**config.mk**
```make
export PLATFORM = sky130hd
export DESIGN_NAME = truth_table_sequencer
export DESIGN_NICKNAME = d
export VERILOG_FILES = /design/src/rtl/truth_table_sequencer.sv
export SDC_FILE = /design/constraint.sdc
export NUM_CORES = 1
export LEC_CHECK = 0
export ABC_AREA = 1
export CAP_MARGIN = 10
export CORE_MARGIN = 2
export CORE_UTILIZATION = 30
export CTS_CLUSTER_SIZE = 10
export DETAILED_ROUTE_END_ITERATION = 6
export PLACE_DENSITY = 0.56
export RECOVER_POWER = 100
export SLEW_MARGIN = 20
export SYNTH_ARGS = -nofsm -noshare
export SYNTH_HDL_FRONTEND = slang
export SYNTH_SLANG_ARGS = --single-unit
```
**constraint.sdc**
```tcl
create_clock -name clk -period 1.2 [get_ports clk]
set_input_delay 0.12 -clock clk [delete_from_list [all_inputs] [get_ports clk]]
set_output_delay 0.12 -clock clk [all_outputs]
set_load 0.1 [all_outputs]
```
**src/rtl/truth_table_sequencer.sv**
```systemverilog
// Sweeps every N-bit input vector onto two implementations of one Boolean function,
// compares their outputs after SETTLE cycles per vector and reports mismatch results.
module truth_table_sequencer #(
  parameter int unsigned N      = 2,
  parameter int unsigned SETTLE = 1
) (
  input  logic         clk,
  input  logic         reset,
  input  logic         start,
  input  logic         abort,
  input  logic         r_a,
  input  logic         r_b,
  output logic [N-1:0] vec,
  output logic         busy,
  output logic         done,
  output logic         pass,
  output logic         aborted,
  output logic [N:0]   mismatch_count,
  output logic [N-1:0] first_fail_vec,
  output logic         fail_seen
);

  localparam int unsigned CW = $clog2(SETTLE + 1);
  localparam logic [N-1:0]  VEC_LAST = {N{1'b1}};
  localparam logic [CW-1:0] CNT_LAST = CW'(SETTLE - 1);

  typedef enum logic [1:0] {
    ST_IDLE  = 2'd0,
    ST_APPLY = 2'd1,
    ST_DONE  = 2'd2
  } state_e;

  state_e        state_q, state_d;
  logic [N-1:0]  vec_q, vec_d;
  logic [CW-1:0] cnt_q, cnt_d;
  logic [N:0]    mm_q, mm_d;
  logic [N-1:0]  ffv_q, ffv_d;
  logic          fs_q, fs_d;
  logic          pass_q, pass_d;
  logic          aborted_q, aborted_d;
  logic          busy_q, busy_d;
  logic          done_q, done_d;

  // State and result registers
  always_ff @(posedge clk or posedge reset) begin
    if (reset) begin
      state_q   <= ST_IDLE;
      vec_q     <= '0;
      cnt_q     <= '0;
      mm_q      <= '0;
      ffv_q     <= '0;
      fs_q      <= 1'b0;
      pass_q    <= 1'b0;
      aborted_q <= 1'b0;
      busy_q    <= 1'b0;
      done_q    <= 1'b0;
    end else begin
      state_q   <= state_d;
      vec_q     <= vec_d;
      cnt_q     <= cnt_d;
      mm_q      <= mm_d;
      ffv_q     <= ffv_d;
      fs_q      <= fs_d;
      pass_q    <= pass_d;
      aborted_q <= aborted_d;
      busy_q    <= busy_d;
      done_q    <= done_d;
    end
  end

  // Next-state and result update
  always_comb begin
    state_d   = state_q;
    vec_d     = vec_q;
    cnt_d     = cnt_q;
    mm_d      = mm_q;
    ffv_d     = ffv_q;
    fs_d      = fs_q;
    pass_d    = pass_q;
    aborted_d = aborted_q;

    unique case (state_q)
      ST_IDLE: begin
        if (start && !abort) begin
          state_d   = ST_APPLY;
          vec_d     = '0;
          cnt_d     = '0;
          mm_d      = '0;
          ffv_d     = '0;
          fs_d      = 1'b0;
          pass_d    = 1'b0;
          aborted_d = 1'b0;
        end
      end
      ST_APPLY: begin
        if (abort) begin
          // The compare due on this edge, if any, is dropped
          state_d   = ST_IDLE;
          aborted_d = 1'b1;
          pass_d    = 1'b0;
        end else if (cnt_q == CNT_LAST) begin
          if (r_a != r_b) begin
            mm_d = mm_q + (N+1)'(1);
            if (!fs_q) begin
              ffv_d = vec_q;
              fs_d  = 1'b1;
            end
          end
          if (vec_q == VEC_LAST) begin
            state_d = ST_DONE;
            pass_d  = (mm_d == '0);
          end else begin
            vec_d = vec_q + N'(1);
            cnt_d = '0;
          end
        end else begin
          cnt_d = cnt_q + CW'(1);
        end
      end
      ST_DONE: begin
        state_d = ST_IDLE;
      end
      default: begin
        state_d = ST_IDLE;
      end
    endcase

    busy_d = (state_d == ST_APPLY);
    done_d = (state_d == ST_DONE);
  end

  assign vec            = vec_q;
  assign busy           = busy_q;
  assign done           = done_q;
  assign pass           = pass_q;
  assign aborted        = aborted_q;
  assign mismatch_count = mm_q;
  assign first_fail_vec = ffv_q;
  assign fail_seen      = fs_q;

endmodule

```
# Word-level counts from Yosys, hierarchy flattened
# Cells that the tools add are included.
classes:
  n_addsub: 3
  n_eq_ne: 14
  n_mux: 37
  n_reduce_logical: 12
ops:
  columns: ["cell", "n"]
  rows:
  - ["$mux 2", 12]
  - ["$mux 3", 7]
  - ["$ne 2x2->1 const B", 7]
  - ["$pmux 2 s2", 3]
  - ["$mux 1", 10]
  - ["$reduce_and 5->1", 2]
  - ["$pmux 1 s2", 4]
  - ["$reduce_and 4->1", 2]
  - ["$ne 3x3->1 const B", 2]
  - ["$pmux 3 s2", 1]
  - ["$reduce_and 3->1", 2]
  - ["$reduce_and 6->1", 1]
  - ["$eq 2x1->1 const B", 2]
  - ["$eq 2x2->1 const B", 2]
  - ["$add 3x1->3 const B", 1]
  - ["$logic_not 3->1", 1]
  - ["$add 2x1->2 const B", 1]
  - ["$logic_not 2->1", 1]
  - ["$reduce_bool 2->1", 1]
  - ["$add 1x1->1 const B", 1]
  - ["$logic_and 1x1->1", 1]
  - ["$logic_not 1->1", 1]
  - ["$ne 1x1->1", 1]
word_totals:
  reg_bits: 15
  input_bits: 6
  out_inout_bits: 12
  word_cells: 76

# Depth between registers and ports, before layout
logic_depth:
  ltp_word: 10
  depth_mapped: 8
  mapped_depth_nobuf: 8

# Worst setup path after synthesis
# No wires, ideal clock.
synth_timing:
  path_type: "reg2reg"
  from: "reg vec_q[0] (netlist: vec[0])"
  to: "reg vec_q[0] (netlist: vec[0])"
  setup_time_ns: 0.120
  t_arrival_ns: 1.691
  t_required_ns: 1.080
  slack_ns: -0.611
  path_stages_with_launch: 7
  path_buffers: 0
  period_less_slack_ns: 1.811
  path_cell_list: "dfrtp_1 > ha_1 > inv_1 > o21ai_4 > clkinv_4 > nand2_2 > nand2_1"
synth_between:
  elab_chain_cells: 5
  word_cells_on_any_way: 8
  classes_between: "1 x add/sub; 2 x eq/ne; 4 x mux; 1 x reduce/logical"
synth_lines:
  columns: ["element", "line_no", "source"]
  rows:
  - ["from (decl)", "34", "logic [N-1:0] vec_q, vec_d;"]
  - ["from (signal assigned)", "59", "vec_q <= vec_d;"]
  - ["$add 2x1->2", "113", "vec_d = vec_q + N'(1);"]
  - ["$mux 2", "109", "if (vec_q == VEC_LAST) begin"]
  - ["$mux 2", "101", "end else if (cnt_q == CNT_LAST) begin"]
  - ["$mux 2", "96", "if (abort) begin"]
  - ["$pmux 2 s2", "82", "unique case (state_q)"]
# Several ways; a longest one is shown, not always the timed one. The select of a mux whose other input is x is not followed.
# A chain may end at the register's enable or synchronous reset.

# Worst setup path after layout
layout_timing:
  from: "reg mm_q[0] (netlist: mismatch_count[0])"
  to: "out mismatch_count[0]"
layout_rtl:
  columns: ["element", "line_no", "source"]
  rows:
  - ["from (decl)", "36", "logic [N:0] mm_q, mm_d;"]
  - ["from (signal assigned)", "61", "mm_q <= mm_d;"]
  - ["to (decl)", "18", "output logic [N:0] mismatch_count,"]
# No word-level cell between the ends.

==> summary.md <==
| Metric | Value |
|---|---|
| Worst endpoint data arrival time | `approximately 1.1 ns` |
| Outcome | `finished with violations` |
| Max Clk Rate | `slightly above 0.8 GHz` |
| Final setup TNS | `-0.01040 ns` |
| Failing checks | `negative setup slack` |
| # rows | `17` |
| CTS H-tree lvls | `1` |
| # setup viols final | `1` |
| Total track usage | `0.1515` |
| Min-delay worst type | `in2async` |
| DR pass1 iterations | `3` |
| Sequential cell area | `roughly 370 um^2` |
| I/O pins | `18` |
| Placed Cells | `approximately 150` |
| Final Hold Fails | `0` |
| Synthesized Nets | `98` |
| Netlist cell types | `20` |
| Initial DRC count | `12` |
| Setup CP Type | `reg2out` |
| Clk sinks | `14` |
| Filler cell count | `between 200 and 250` |
| Post-Synthesis Cells | `90` |
| Post-DRT Antenna Nets | `0` |
| First-pass GRT wire length | `3022 um` |
| Port Buffers | `17` |
| Die Span Y | `between 50 and 60 um` |
| Core area | `between 0.002 and 0.0025 mm^2` |
| Antenna violations before repair | `0` |
| DP Area | `approximately 0.0012 mm^2` |
| Worst-case clock buffer depth | `2` |
| Initial Util | `0.3233` |
| MaxCap Viol Count | `0` |
| Synth top area cells | `dfrtp_1 (48%), nand2_1 (15%), nand3_1 (5.4%)` |
| Post-DP HPWL | `1363 um` |
| Slew headroom | `0.4948` |
| Final worst setup slack | `-0.01040 ns` |
| Synth warnings | `0` |
| Synthesized cell area | `735.7 um^2` |
| TritonCTS Buffers | `3` |
| Die area | `around 0.0029 mm^2` |
| Total grt overflow | `0` |
| Gp weighted congestion | `a little over 0.8` |
| Worst-Skew Late Latency | `slightly below 0.3 ns` |
| Multi-input gate area | `~370 um^2` |
| Maximum number of pins on one net before global-route repair | `15` |
| Peak VDD IR | `roughly 1.4 mV` |
| Vias in the first global route | `710` |
| RR Startpoint | `mismatch_count[0]` |
| RSZ-0062 raised after global routing | `true` |
| WP buf/inv | `2` |
| Final period util | `1.009` |
| Post-synthesis area per instance | `8.175 um^2` |
| Family with the most delay on the worst path | `flip-flops` |
| Post-Layout Cell Count | `approximately 150` |
| R2r setup slk | `around 0.010 ns` |
| Total Power | `around 2.2 mW` |
| WL/cell | `about 12 um` |
| Clk slew on worst S/H paths | `about 0.09 ns` |
| Slew Limit Fails | `0` |
| Skew final | `0.007981 ns` |
| Cell taking the most area after synthesis | `dfrtp_1` |
| Share of cells above drive strength 1 | `0.4480` |
| Power Density | `about 1800 mW/mm^2` |
| Vias per std cell | `between 4 and 5` |
| Final nets | `134` |
| Reg2reg end | `pass` |
| CP Cell Sequence | `buf_6, buf_12` |
| Critical path capture point type | `output pin` |
| Diodes inserted | `0` |
| Worst Tran Pin Value | `approximately 0.76 ns` |
| Final WL | `between 1500 and 2000 um` |
| Min Tclk post-route | `~1.2 ns` |
| Final hold slack | `around 0.32 ns` |
| Area delta synth->final | `63.10%` |
| Setup WS pre-CTS | `-0.1855 ns` |
| Sequential area share after synthesis | `0.4762` |
| Slowest CP cell | `dfrtp_4` |
| DRC viols | `0` |
| Synthesized flop and latch total | `14` |
| Final instance area | `around 0.0012 mm^2` |
| Max stage delay on crit path | `0.51 ns` |
| Top cell type's share of synthesized area | `0.4762` |
| CTS tree | `done` |
| R2R cell count | `6` |
| Post-layout util | `0.5272` |
| Leak | `0.5987 nW` |
| CP startpoint kind | `flip-flop` |
| Die width | `around 54 um` |
| Clock root cell | `clkbuf_4` |
| Critical Path RT | `about 1.1 ns` |
| Vias | `around 700` |
| Crit-path max FO | `4` |
synth_stat cells (all sizes together):
library cell / instances
nand2: 33
xnor2: 1
nand3: 10
o22ai: 1
nand4: 2
inv: 13
nor2: 7
dfrtp: 14
o21ai: 3
a21oi: 2
ha: 2
clkinv: 2
cell families (layout without fill, tap and decap cells):
family / Yosys count / in the layout / synth area share
xor+xnor: 1 / 1 / 0.01191
flops: 14 / 14 / 0.4762
simple gates: 52 / 52 / 0.3367
fa+ha+maj: 2 / 2 / 0.03401
compound gates: 6 / 6 / 0.05782
buf+inv: 15 / 50 / 0.08332
worst register-to-register path, stage by stage, from the launching register on:
cell and delay, ns:
dfrtp_4 0.51, ha_4 0.17, xnor2_2 0.13, nand2_1 0.09, nand2_2 0.06, nand3_1 0.08, nand2_1 0.05
metal layers:
layer / GRT usage / share of wire
met5: 0 / 0
met4: 0.08547 / 0.019
met3: 0.05650 / 0.046
met2: 0.2366 / 0.52
met1: 0.1777 / 0.42
registers in the layout, indices dropped and copies added (netlist names):
signal / cells
fail_seen: 1
busy: 1
pass: 1
vec: 2
mismatch_count: 3
done: 1
first_fail_vec: 2
aborted: 1
state_q: 2
cell type report:
| type | count | share of cell area |
|---|---|---|
| repair buffers | 31 | 0.2669 |
| inverters | 15 | 0.05318 |
| well taps | 28 | 0.02920 |
| flip-flops and latches | 14 | 0.3087 |
| multi-input cells | 61 | 0.3118 |
| clock buffers | 4 | 0.03024 |
power breakdown:
| group | internal [mW] | switching (mW) |
|---|---|---|
| combinational | 0.434 | 0.756 |
| clock | 0.185 | 0.156 |
| sequential | 0.565 | 0.0682 |
| total | 1.18 | 0.981 |
worst max-delay path by stage:
stage / startpoint / endpoint / slack (ns) / depth (start not counted)
after floorplan: mismatch_count[0] / pass / -0.11 / 6
after global placement: r_a / first_fail_vec[1] / -0.11 / 8
after detailed placement: r_a / first_fail_vec[1] / -0.19 / 8
after CTS: mismatch_count[0] / mismatch_count[0] / -0.03 / 2
after global routing: mismatch_count[0] / mismatch_count[0] / -0.04 / 2
final: mismatch_count[0] / mismatch_count[0] / -0.01 / 2
cell usage in the layout (no fill, tap or decap), types with 2 or more instances in the layout:
| cell type | count |
|---|---|
| nand2_1 | 25 |
| buf_4 | 10 |
| inv_1 | 9 |
| dfrtp_1 | 8 |
| nand3_1 | 7 |
| clkbuf_4 | 7 |
| nor2_1 | 6 |
| nand2_2 | 6 |
| dfrtp_4 | 5 |
| clkdlybuf4s50_1 | 5 |
| buf_6 | 5 |
| buf_12 | 5 |
| inv_2 | 3 |
| nand3_2 | 3 |
| nand2_4 | 2 |
| a21oi_1 | 2 |
| nand4_1 | 2 |
| ha_4 | 2 |
repair_timing:
| action | CTS | global route |
|---|---|---|
| setup endpoints to repair | 6 | 10 |
| pin swaps | 1 | 3 |
| resized for setup | 6 | 5 |
| hold buffers | 0 | 0 |
| buffers inserted | 3 | 1 |
| cloned | 0 | 0 |
No activity file was read; power rests on OpenSTA's default activity.
